$ cat src/rtl/karatsuba_pkg.sv
// Shared types and helpers for the sequential Karatsuba multiplier.
// Imported by karatsuba_mul_seq and karatsuba_half_mul.
package karatsuba_pkg;

    typedef enum logic [2:0] {
        IDLE,
        MHI,
        MLO,
        MMID,
        SUM,
        DONE
    } karatsuba_state_t;

    function automatic int half_w(input int w);
        return w / 2;
    endfunction

endpackage

$ cat src/rtl/karatsuba_half_mul.sv
// Combinational (HALF+1)x(HALF+1) multiplier shared by all three partial products.
// The extra operand bit holds the carry of the middle-term sums.
module karatsuba_half_mul
    import karatsuba_pkg::*;
#(
    parameter int WIDTH = 16
) (
    input  logic [half_w(WIDTH):0] x,
    input  logic [half_w(WIDTH):0] y,
    output logic [WIDTH+1:0]       p
);

    localparam int HALF = half_w(WIDTH);

    assign p = {{(HALF + 1){1'b0}}, x} * {{(HALF + 1){1'b0}}, y};

endmodule

$ cat src/rtl/karatsuba_mul_seq.sv
// Sequential Karatsuba multiplier with valid/ready handshakes on both sides.
// Define KARATSUBA_SIGNED_EN to treat operands as two's complement.
module karatsuba_mul_seq
    import karatsuba_pkg::*;
#(
    parameter int WIDTH = 16
) (
    input  logic                 clk,
    input  logic                 rst_n,
    input  logic                 in_valid,
    output logic                 in_ready,
    input  logic [WIDTH-1:0]     first_num,
    input  logic [WIDTH-1:0]     second_num,
    output logic                 out_valid,
    input  logic                 out_ready,
    output logic [2*WIDTH-1:0]   solution,
    output logic                 busy
);

    localparam int HALF = half_w(WIDTH);

    if (WIDTH < 4 || (WIDTH % 2) != 0) begin : g_bad_width
        $error("karatsuba_mul_seq: WIDTH must be even and at least 4");
    end

    karatsuba_state_t   state;
    logic [WIDTH-1:0]   a_reg, b_reg;
    logic [WIDTH-1:0]   a_in, b_in;
    logic [WIDTH-1:0]   p1, p2;
    logic [WIDTH+1:0]   p3;
    logic [HALF:0]      mul_x, mul_y;
    logic [WIDTH+1:0]   prod;
    logic [WIDTH+1:0]   mid_full;
    logic [2*WIDTH-1:0] mid_ext, result, final_val;
    logic               accept;

    assign in_ready = (state == IDLE) || ((state == DONE) && out_ready);
    assign accept   = in_valid && in_ready;

`ifdef KARATSUBA_SIGNED_EN
    logic sign_reg, sign_in;

    // Magnitudes go through the unsigned datapath; the most negative value maps to 2^(WIDTH-1).
    assign a_in      = first_num[WIDTH-1]  ? -first_num  : first_num;
    assign b_in      = second_num[WIDTH-1] ? -second_num : second_num;
    assign sign_in   = first_num[WIDTH-1] ^ second_num[WIDTH-1];
    assign final_val = sign_reg ? -result : result;
`else
    assign a_in      = first_num;
    assign b_in      = second_num;
    assign final_val = result;
`endif

    always_comb begin
        mul_x = '0;
        mul_y = '0;
        case (state)
            MHI: begin
                mul_x = {1'b0, a_reg[WIDTH-1:HALF]};
                mul_y = {1'b0, b_reg[WIDTH-1:HALF]};
            end
            MLO: begin
                mul_x = {1'b0, a_reg[HALF-1:0]};
                mul_y = {1'b0, b_reg[HALF-1:0]};
            end
            MMID: begin
                mul_x = {1'b0, a_reg[WIDTH-1:HALF]} + {1'b0, a_reg[HALF-1:0]};
                mul_y = {1'b0, b_reg[WIDTH-1:HALF]} + {1'b0, b_reg[HALF-1:0]};
            end
            default: ;
        endcase
    end

    karatsuba_half_mul #(.WIDTH(WIDTH)) u_half_mul (
        .x (mul_x),
        .y (mul_y),
        .p (prod)
    );

    // The middle term is never negative, so the wide zero-extension is exact.
    assign mid_full = p3 - {2'b00, p1} - {2'b00, p2};
    assign mid_ext  = {{(WIDTH - 2){1'b0}}, mid_full};
    assign result   = {p1, {WIDTH{1'b0}}} + (mid_ext << HALF) + {{WIDTH{1'b0}}, p2};

    always_ff @(posedge clk or negedge rst_n) begin
        if (!rst_n) begin
            state     <= IDLE;
            a_reg     <= '0;
            b_reg     <= '0;
            p1        <= '0;
            p2        <= '0;
            p3        <= '0;
            solution  <= '0;
            out_valid <= 1'b0;
            busy      <= 1'b0;
`ifdef KARATSUBA_SIGNED_EN
            sign_reg  <= 1'b0;
`endif
        end else begin
            case (state)
                IDLE, DONE: begin
                    if (state == DONE && out_ready) begin
                        out_valid <= 1'b0;
                        state     <= IDLE;
                    end
                    if (accept) begin
                        a_reg <= a_in;
                        b_reg <= b_in;
`ifdef KARATSUBA_SIGNED_EN
                        sign_reg <= sign_in;
`endif
                        busy  <= 1'b1;
                        state <= MHI;
                    end
                end
                MHI: begin
                    p1    <= prod[WIDTH-1:0];
                    state <= MLO;
                end
                MLO: begin
                    p2    <= prod[WIDTH-1:0];
                    state <= MMID;
                end
                MMID: begin
                    p3    <= prod;
                    state <= SUM;
                end
                SUM: begin
                    solution  <= final_val;
                    out_valid <= 1'b1;
                    busy      <= 1'b0;
                    state     <= DONE;
                end
                default: state <= IDLE;
            endcase
        end
    end

endmodule

$ cat config.mk
export PLATFORM = sky130hd
export DESIGN_NAME = karatsuba_mul_seq
export DESIGN_NICKNAME = d
export VERILOG_FILES = /design/src/rtl/karatsuba_pkg.sv /design/src/rtl/karatsuba_half_mul.sv /design/src/rtl/karatsuba_mul_seq.sv
export SDC_FILE = /design/constraint.sdc
export NUM_CORES = 1
export LEC_CHECK = 0
export BUFFER_PORTS_ARGS = -buffer_cell sky130_fd_sc_hd__buf_2
export CAP_MARGIN = 20
export CORE_MARGIN = 2
export CORE_UTILIZATION = 40
export DETAILED_ROUTE_END_ITERATION = 6
export MAX_ROUTING_LAYER = met4
export PLACE_DENSITY_LB_ADDON = 0.05
export SYNTH_ARGS = -nofsm -noshare
export SYNTH_HDL_FRONTEND = slang
export SYNTH_HIERARCHICAL = 1
export SYNTH_SLANG_ARGS = --single-unit
$ cat constraint.sdc
create_clock -name clk -period 14.85 [get_ports clk]
set_input_delay 1.485 -clock clk [delete_from_list [all_inputs] [get_ports clk]]
set_output_delay 1.485 -clock clk [all_outputs]
set_load 0.03 [all_outputs]
-- Word level (Yosys, flattened, before mapping)
Index checks and enable logic that the tools add are counted.
- flip-flop bits (word level): 119
- bits of input ports: 36
- output and inout port bits: 35
- word-level logic and storage cells: 42
- add/sub/neg operators: 6
- $mul: 1
- equal/unequal tests: 8
- multiplexer cells: 9
- reduce and logical (&&, ||, !) cells: 9
- operators with widths (kind ; number):
    9-bit case mux with 3 select lines ; 2
    18-bit by 16-bit subtractor with 18-bit output ; 2
    32-bit by 16-bit adder with 32-bit output ; 1
    32-bit by 26-bit adder with 32-bit output ; 1
    8-bit by 8-bit adder with 9-bit output ; 2
    9-bit by 9-bit multiplier with 18-bit output ; 1
    3-bit case mux with 5 select lines ; 1
    3-bit by 2-bit equality test with 1-bit output, second input constant ; 2
    3-bit equality test, second input constant ; 2
    3-bit two-way mux ; 2
    2-bit AND reduction ; 3
    2-bit inequality test, second input constant ; 2
    1-bit case mux with 2 select lines ; 2
    3-bit by 1-bit equality test with 1-bit output, second input constant ; 1
    3-bit logical NOT ; 1
    3-bit inequality test, second input constant ; 1
    1-bit logical AND ; 2
    1-bit two-way mux ; 2
    2-bit nonzero test ; 1
    2-bit OR reduction ; 1
    1-bit logical OR ; 1

-- Depth between registers and ports, before layout
Gate-level depths: netlist of run 1.
- word-level depth: 6
- depth in mapped cells: 26
- depth with buffers taken out: 26

-- Modules after synthesis
The synthesis of run 1 kept the hierarchy.
- modules (own cells, without submodules) (module ; instances ; cells each ; area each (sq um) ; seq. area each (sq um)):
    karatsuba_mul_seq ; 1 ; 758 ; 7507.2 ; 2977.9
    karatsuba_half_mul ; 1 ; 323 ; 2685.1 ; 0.0

-- Worst setup path before layout of run 1
Ideal clock, no wire load.
- kind: reg-to-reg
- start: register b_reg[0]
- end: register p3[15]
- setup time: 125 ps
- arrival: 5843 ps
- data required time: 14725 ps
- slack: 8883 ps
- cell stages (with the launch flop): 25
- buffers on the path: 0
- clock period less this slack: 5967 ps
- path through: dfrtp_1 -> ha_1 -> fa_1 -> a21o_1 -> a21oi_1 -> nor2b_1 -> o21a_1 -> o21ai_0 -> nor3b_1 -> a221o_1 -> nand2_1 -> fa_1 -> fa_1 -> inv_1 -> fa_1 -> inv_1 -> fa_1 -> inv_1 -> ha_1 -> a21oi_4 -> and2_4 -> a21oi_2 -> o41ai_2 -> xnor2_1 -> mux2_2
- cells in the longest elaborated chain, start to end: 3
- ends and longest elaborated chain (what ; line ; RTL):
    from (decl) ; karatsuba_mul_seq.sv:27 ; logic [WIDTH-1:0] a_reg, b_reg;
    from (signal assigned) ; karatsuba_mul_seq.sv:108 ; b_reg <= b_in;
    8-bit by 8-bit adder with 9-bit output ; karatsuba_mul_seq.sv:68 ; mul_y = {1'b0, b_reg[WIDTH-1:HALF]} + {1'b0, b_reg[HALF-1:0]};
    9-bit case mux with 3 select lines ; karatsuba_mul_seq.sv:57 ; case (state)
    via mul_y[6] ; karatsuba_mul_seq.sv:31 ; logic [HALF:0] mul_x, mul_y;
    9-bit by 9-bit multiplier with 18-bit output ; karatsuba_half_mul.sv:15 ; assign p = {{(HALF + 1){1'b0}}, x} * {{(HALF + 1){1'b0}}, y};
    via prod[15] ; karatsuba_mul_seq.sv:32 ; logic [WIDTH+1:0] prod;
    to (signal assigned) ; karatsuba_mul_seq.sv:125 ; p3 <= prod;
    to (decl) ; karatsuba_mul_seq.sv:30 ; logic [WIDTH+1:0] p3;
The timed path passes the listed nets, and every way through them passes these cells.
A chain may end at the register's enable or synchronous reset.

-- Worst setup path in the final report of run 1
- start: register b_reg[1]
- end: register p3[15]
The elaborated chain is that of the path after synthesis.

==> PnR_summary.wiki, run 1 <==
{| class="wikitable"
! Metric !! Value
|-
| Vias per cell || 5.04
|-
| PortBufs || 70
|-
| Total DRC errors in the routed layout || 0
|-
| Status || completed
|-
| Post-layout net count || 1340
|-
| CP max stage cell || sky130_fd_sc_hd__o21ai_0
|-
| Setup total negative slack || 0 ns
|-
| Netlist area before placement || 10200 sq um
|-
| Worst min-delay path class || reg2reg
|-
| Synthesized flop and latch total || 119
|-
| Count of vias placed by the detailed router || 7476
|-
| Vias in the first global route || 7610
|-
| Hold-fix buffer count after cts || 0
|-
| Most common flop cell mapped by yosys || sky130_fd_sc_hd__dfrtp_1
|-
| Layout fillers || 2510
|-
| Count of final setup violators || 0
|-
| Max Buffers Root-to-Sink || 2
|-
| Logic depth of the worst register-to-register path || 23
|-
| Wire length per cell after detailed routing || 15.5 microns
|-
| CTS HTree Levels || 4
|-
| Count of standard-cell rows || 58
|-
| Clock tree from TritonCTS || yes
|-
| Half-perimeter wire length after placement || 17.9 mm
|-
| Fraction of final layout cells sized beyond drive strength 1 || 16.6%
|-
| Total of cells resized after clock tree synthesis || 0
|-
| Share of async-settable or async-resettable flops after synthesis || 100%
|-
| Cell count after synthesis || 1081
|-
| Clock tree skew after final layout || 0.0171 ns
|-
| Worst-Skew Late Latency || 0.42 ns
|-
| Hold violation count in the final report || 0
|-
| Cell accounting for the most synthesized area || sky130_fd_sc_hd__dfrtp_1
|-
| Worst Hold Path Cells || 2
|-
| Worst-margin pin slew || 1.01 ns
|-
| CP max FO || 9
|-
| Pin count of the biggest net entering global routing || 72
|-
| Register with the most flip-flops || solution
|-
| Total gr overflow || 0
|-
| Area of the placeable core || 25100 sq um
|-
| Synth area leaders || sky130_fd_sc_hd__dfrtp_1, sky130_fd_sc_hd__fa_1, sky130_fd_sc_hd__ha_1, sky130_fd_sc_hd__mux2_2, sky130_fd_sc_hd__nand2_1
|-
| Required time reported for the critical path endpoint || 15.15 ns
|-
| Total setup buffers inserted after CTS || 0
|-
| Share of the clock period used by the worst path || 44.8%
|-
| DRC violation total after the first TritonRoute iteration || 241
|-
| Final routed wirelength across all metal layers || 22.9 mm
|-
| Cells along the critical path || ha_1 -> a21o_1 -> a21oi_1 -> o21ai_0 -> nor4_1 -> nor3_1 -> xnor2_1 -> o21ai_0 -> nand2_1 -> fa_1 -> fa_1 -> inv_1 -> fa_1 -> inv_1 -> fa_1 -> inv_1 -> ha_1 -> a21oi_4 -> and2_4 -> a21oi_2 -> o41ai_2 -> xnor2_1 -> mux2_2
|-
| Number of sinks on the clock net || 119
|-
| Total routing usage reported by global routing || 18.9%
|-
| Cell at the root of the clock tree || sky130_fd_sc_hd__clkbuf_16
|-
| First-pass iteration count of the detailed router || 6
|-
| Largest registers in the final layout || solution (32), p3 (18)
|-
| Worst rel slew slack || 31.9%
|-
| Arrival time at the worst endpoint || 6.96 ns
|-
| Max FFs per register || 32
|-
| Critical path start-end classification || reg2reg
|-
| Post-synth net total || 1281
|-
| Placer's final routability congestion estimate || 0.852
|-
| Biggest cell delay along the critical path || 0.68 ns
|-
| Fin crit period || 6.66 ns
|-
| Final slew viol count || 0
|-
| Io pins || 71
|-
| Wire length of the first global-routing pass || 39.0 mm
|-
| Inserted Clock Buffers || 17
|-
| Max Fclk || 150 MHz
|-
| Antenna violations before repair || 0
|-
| Worst path most repeated cell || sky130_fd_sc_hd__fa_1
|-
| Sequential fraction of the synthesis area || 29.2%
|-
| RSZ-0062 raised after global routing || no
|-
| Routed Antenna Nets || 0
|-
| Die ar. || 26800 sq um
|-
| Count of flip-flops with a built-in enable after synthesis || 0
|-
| Clk pin slew, worst setup/hold paths || 0.07 ns
|-
| Syn avg cell area || 9.43 sq um
|-
| Warning count from the yosys run || 6
|-
| Count of max-cap constraint violations || 0
|-
| Library cells used by synthesis || 57
|-
| Antenna cell count || 0
|-
| Die extent in y || 164 microns
|-
| Effective utilization at floorplan || 40.6%
|-
| Setup crit end kind || flop
|-
| Synthesis-to-finish area growth || 12.5%
|-
| Horizontal die dimension || 164 microns
|-
| Kind of start point of the critical path || flop
|-
| Top cell type's share of synthesized area || 29.2%
|}
## per-layer routing
layer | up-vias | global-route usage (%) | wire length, microns
met5 | - | - | 0
met1 | 3585 | 23.9 | 11000
met2 | 105 | 31.5 | 11100
met3 | 22 | 2.46 | 463
li1 | 3764 | - | -
met4 | 0 | 5.66 | 426
## per-stage QoR
step / area (sq um) / instances / utilization, % / hold WS (ns) / worst slack (ns)
global placement: 10900 / 1451 / 43.3 / 0.454 / 8.19
CTS: 11500 / 1483 / 45.7 / 0.477 / 8.09
global route: 11500 / 1483 / 45.7 / 0.499 / 7.62
finish: 11500 / 1483 / 45.7 / 0.469 / 8.19
floorplan: 10200 / 1081 / - / 0.461 / 8.88
detailed placement: 10900 / 1451 / 43.3 / 0.461 / 8.13
## cell usage in the layout, fill, tap and decap left out, drive strengths merged, types with 4 or more instances in the layout
master    n
nand2   131
inv     126
dfrtp   119
ha       95
o21ai    85
buf      78
fa       69
mux2     58
and2     52
a21oi    51
nor2     44
xnor2    38
a21o     23
xor2     18
nor3     18
clkbuf   17
a22oi    15
nand3    11
a31oi    10
nand4     9
nor2b     8
o211ai    8
a211oi    7
o21bai    6
nand2b    6
o21a      6
and3      4
nor4      4
nor3b     4
o41ai     4
## worst max-delay path, delay by kind of cell (launching register included)
kind | cells | cell delay (ns)
muxes | 1 | 0.28
buffers and inverters | 3 | 0.15
and+or+nand+nor | 4 | 0.69
xor gates and xnor gates | 2 | 0.29
DFF | 1 | 0.42
AOI/OAI and AO/OA | 7 | 1.89
adders and majority gates | 6 | 2.82
## Yosys cell counts (4+ instances only)
master / number
sky130_fd_sc_hd__nor4_1: 4
sky130_fd_sc_hd__and2_1: 51
sky130_fd_sc_hd__nand2_1: 131
sky130_fd_sc_hd__a21oi_1: 49
sky130_fd_sc_hd__nor3_1: 18
sky130_fd_sc_hd__a22oi_1: 15
sky130_fd_sc_hd__a211oi_1: 6
sky130_fd_sc_hd__and3_1: 4
sky130_fd_sc_hd__o21a_1: 5
sky130_fd_sc_hd__fa_1: 69
sky130_fd_sc_hd__o21ai_0: 77
sky130_fd_sc_hd__dfrtp_1: 119
sky130_fd_sc_hd__nand2b_1: 6
sky130_fd_sc_hd__o21ai_1: 8
sky130_fd_sc_hd__a31oi_1: 8
sky130_fd_sc_hd__xor2_1: 18
sky130_fd_sc_hd__ha_1: 95
sky130_fd_sc_hd__buf_2: 5
sky130_fd_sc_hd__nor2_1: 44
sky130_fd_sc_hd__inv_1: 119
sky130_fd_sc_hd__nor2b_1: 8
sky130_fd_sc_hd__a21o_1: 21
sky130_fd_sc_hd__nand4_1: 9
sky130_fd_sc_hd__xnor2_1: 38
sky130_fd_sc_hd__mux2_2: 58
sky130_fd_sc_hd__o211ai_1: 5
sky130_fd_sc_hd__clkbuf_1: 32
sky130_fd_sc_hd__nor3b_1: 4
sky130_fd_sc_hd__nand3_1: 11
sky130_fd_sc_hd__o21bai_1: 6
## path summary, 6_finish.rpt
| check | to | startpoint | slack (ns) |
|---|---|---|---|
| hold / removal | solution[1] | solution[1] | 0.47 |
| setup reg to reg | p3[15] | b_reg[1] | 8.19 |
| setup / recovery | p3[15] | b_reg[1] | 8.19 |
| hold reg to reg | solution[1] | solution[1] | 0.47 |
| min in group asynchronous | solution[13] | rst_n | 1.09 |
| max in group asynchronous | a_reg[7] | rst_n | 12.38 |
## area by class of cell
cell class / instances / area, sq um / area share (%)
Tap cell: 330 / 413 / 3.60
Timing Repair Buffer: 78 / 413 / 3.60
Inverter: 119 / 447 / 3.89
Multi-Input combinational cell: 805 / 6630 / 57.8
Clock inverter: 15 / 165 / 1.44
Clock buffer: 17 / 425 / 3.71
Sequential cell: 119 / 2980 / 26.0
## cell families after synthesis
| group | share of synthesized area, % |
|---|---|
| simple gates | 13.7 |
| compound gates | 14.6 |
| fa+ha+maj | 25.2 |
| buf+inv | 5.84 |
| flops | 29.2 |
| mux | 6.60 |
| xor+xnor | 4.81 |
Power of run 1 is not shown: default switching activity piles up to over one toggle a cycle in this logic, so the estimate is an artifact.
==> run 2, diff against run 1 <==
clock period = 5.5 ns   (was 14.85 ns; I/O delays follow)
==> PnR_summary.wiki, run 2 (same netlist as run 1, synthesis figures left out) <==
{| class="wikitable"
! Metric !! Value
|-
| Io pins || 71 (unchanged)
|-
| Hold violation count in the final report || 0 (unchanged)
|-
| Clock tree from TritonCTS || yes
|-
| Wire length of the first global-routing pass || 40.1 mm (+2.9%)
|-
| Antenna violations before repair || 0 (unchanged)
|-
| Buf/Inv on CP || 4 (+1)
|-
| Die ar. || 26800 sq um (unchanged)
|-
| Min setup slack post-route || -0.352 ns (-8.54 ns)
|-
| Count of vias placed by the detailed router || 7860 (+5.1%)
|-
| Register-to-register setup slack || -0.35 ns (-8.54 ns)
|-
| RR Startpoint || a_reg[0]
|-
| Horizontal die dimension || 164 microns (unchanged)
|-
| DRC violation total after the first TritonRoute iteration || 329 (+37%)
|-
| Total DRC errors in the routed layout || 0 (unchanged)
|-
| Number of sinks on the clock net || 119 (unchanged)
|-
| Die extent in y || 164 microns (unchanged)
|-
| Total routing usage reported by global routing || 19.3% (+0.49 points)
|-
| Logic depth of the worst register-to-register path || 26 (+13%)
|-
| Max Fclk || 171 MHz (+14%)
|-
| Total gr overflow || 0 (unchanged)
|-
| Worst path most repeated cell || sky130_fd_sc_hd__fa_1
|-
| Share of the clock period used by the worst path || 106% (+62 points)
|-
| Count of standard-cell rows || 58 (unchanged)
|-
| Max Buffers Root-to-Sink || 2 (unchanged)
|-
| Worst-Skew Late Latency || 0.42 ns (about the same)
|-
| Vias in the first global route || 8061 (+5.9%)
|-
| Critical path start-end classification || reg2reg
|-
| Worst min-delay path class || in2async
|-
| Wire length per cell after detailed routing || 14.9 microns (-3.8%)
|-
| Highest-count cells in the layout ignoring fill and taps || sky130_fd_sc_hd__nand2_1, sky130_fd_sc_hd__dfrtp_1, sky130_fd_sc_hd__inv_1, sky130_fd_sc_hd__buf_4, sky130_fd_sc_hd__ha_1
|-
| Vias per cell || 4.97 (-1.3%)
|-
| Worst-margin pin slew || 0.967 ns (-0.0443 ns)
|-
| Fraction of final layout cells sized beyond drive strength 1 || 28.2% (+12 points)
|-
| Most common cell after layout, fill and taps aside || sky130_fd_sc_hd__nand2_1
|-
| Inserted Clock Buffers || 17 (unchanged)
|-
| Effective utilization at floorplan || 40.6% (unchanged)
|-
| PortBufs || 70 (unchanged)
|-
| Arrival time at the worst endpoint || 6.20 ns (-0.76 ns)
|-
| Status || complete, but fails checks
|-
| Worst setup path startpoint || a_reg[0]
|-
| Count of max-cap constraint violations || 0 (unchanged)
|-
| Synthesis-to-finish area growth || 23.7%
|-
| Antenna cell count || 0 (unchanged)
|-
| Biggest cell delay along the critical path || 0.51 ns (-0.17 ns)
|-
| Failing checks || negative setup slack
|-
| Cell at the root of the clock tree || sky130_fd_sc_hd__clkbuf_16
|-
| Largest registers in the final layout || solution (32), p3 (18)
|-
| Clk pin slew, worst setup/hold paths || 0.06 ns (about the same)
|-
| Post-layout net count || 1437 (+7.2%)
|-
| Max FFs per register || 32 (unchanged)
|-
| Worst rel slew slack || 35.5% (+3.7 points)
|-
| Area of the placeable core || 25100 sq um (unchanged)
|-
| Fin crit period || 5.85 ns (-0.808 ns)
|-
| Kind of start point of the critical path || flop
|-
| Endpoint of the most critical register-to-register path || p1[15]
|-
| Layout fillers || 2429 (-3.2%)
|-
| Clock tree skew after final layout || 0.00853 ns (-0.00860 ns)
|-
| Setup crit end kind || flop
|-
| Half-perimeter wire length after placement || 18.4 mm (+3.2%)
|-
| Count of final setup violators || 22 (+22)
|-
| Routed Antenna Nets || 0 (unchanged)
|-
| Delay-heaviest family, CP || adder cells
|-
| Final routed wirelength across all metal layers || 23.5 mm (+2.5%)
|-
| Final slew viol count || 0 (unchanged)
|-
| Register with the most flip-flops || solution
|-
| CTS HTree Levels || 4 (unchanged)
|-
| Placer's final routability congestion estimate || 0.848 (-0.54%)
|-
| First-pass iteration count of the detailed router || 6 (unchanged)
|-
| CP max stage cell || sky130_fd_sc_hd__fa_1
|-
| Required time reported for the critical path endpoint || 5.85 ns (-9.30 ns)
|-
| CP max FO || 7 (-2)
|-
| RSZ-0062 raised after global routing || yes
|-
| Pin count of the biggest net entering global routing || 69 (-4.2%)
|-
| Placement Setup Slack || -0.574 ns (-8.70 ns)
|}
==> run 2: per-stage QoR <==
stage               setup TNS (ns)  utilization [%]  area, sq um  hold slack [ns]  cells
global placement             -7.75             46.3        11600            0.454   1535
CTS                          -5.51             49.5        12400            0.281   1576
detailed placement           -9.92             46.3        11600            0.457   1535
finish                       -4.66             50.2        12600            0.250   1580
floorplan                    -1.35                -        10300            0.254   1081
global route                -11.27             50.2        12600            0.319   1580
==> run 2: layer usage <==
| metal | track usage (%) | wire length, microns |
|---|---|---|
| met1 | 23.7 | 10800 |
| met2 | 33.7 | 11900 |
| met3 | 2.74 | 533 |
| met4 | 4.67 | 317 |
| met5 | - | 0 |
==> run 2: worst reg2reg max path, cell delays in order, from the launching register on <==
cell and delay, ns:
sky130_fd_sc_hd__dfrtp_1 0.38, sky130_fd_sc_hd__ha_2 0.20, sky130_fd_sc_hd__fa_2 0.35, sky130_fd_sc_hd__a21o_1 0.18, sky130_fd_sc_hd__a21oi_2 0.15, sky130_fd_sc_hd__nor2b_1 0.06
sky130_fd_sc_hd__o21a_1 0.19, sky130_fd_sc_hd__o21ai_1 0.17, sky130_fd_sc_hd__nor3b_2 0.18, sky130_fd_sc_hd__a221o_2 0.25, sky130_fd_sc_hd__nand2_1 0.10, sky130_fd_sc_hd__fa_1 0.49
sky130_fd_sc_hd__inv_1 0.05, sky130_fd_sc_hd__fa_1 0.45, sky130_fd_sc_hd__fa_1 0.51, sky130_fd_sc_hd__inv_1 0.05, sky130_fd_sc_hd__fa_1 0.48, sky130_fd_sc_hd__inv_2 0.05
sky130_fd_sc_hd__ha_4 0.26, sky130_fd_sc_hd__a21oi_4 0.13, sky130_fd_sc_hd__and2_4 0.19, sky130_fd_sc_hd__a21oi_4 0.08, sky130_fd_sc_hd__o41ai_2 0.35, sky130_fd_sc_hd__xnor2_1 0.21
sky130_fd_sc_hd__buf_4 0.18, sky130_fd_sc_hd__nand2_2 0.05, sky130_fd_sc_hd__o21ai_2 0.06
==> run 2: worst max-delay path by stage <==
stage	end	slack (ns)	depth (start not counted)
floorplan	p3[15]	-0.21	23
finish	p1[15]	-0.35	26
global placement	p3[16]	-0.49	22
CTS	p1[15]	-0.39	24
detailed placement	p1[15]	-0.57	25
global route	p3[14]	-0.65	22
==> run 2: final cells by class <==
type                       count  area (sq um)  area share [%]
inverter                     119           447            3.54
clock inverter                12           174            1.38
tap                          330           413            3.28
timing repair buffer         175          1160            9.17
sequential                   119          2980            23.6
multi-input combinational    805          6990            55.4
clock buffer                  20           447            3.54
==> run 2: repair_timing <==
| action | 4_1_cts | 5_1_grt |
|---|---|---|
| gates resized for setup | 22 | 49 |
| setup endpoints to repair | 27 | 32 |
| setup buffers | 9 | 4 |
| hold buffers | 0 | 0 |
| pin swaps | 23 | 20 |
Power of run 2 is left out for the same reason.
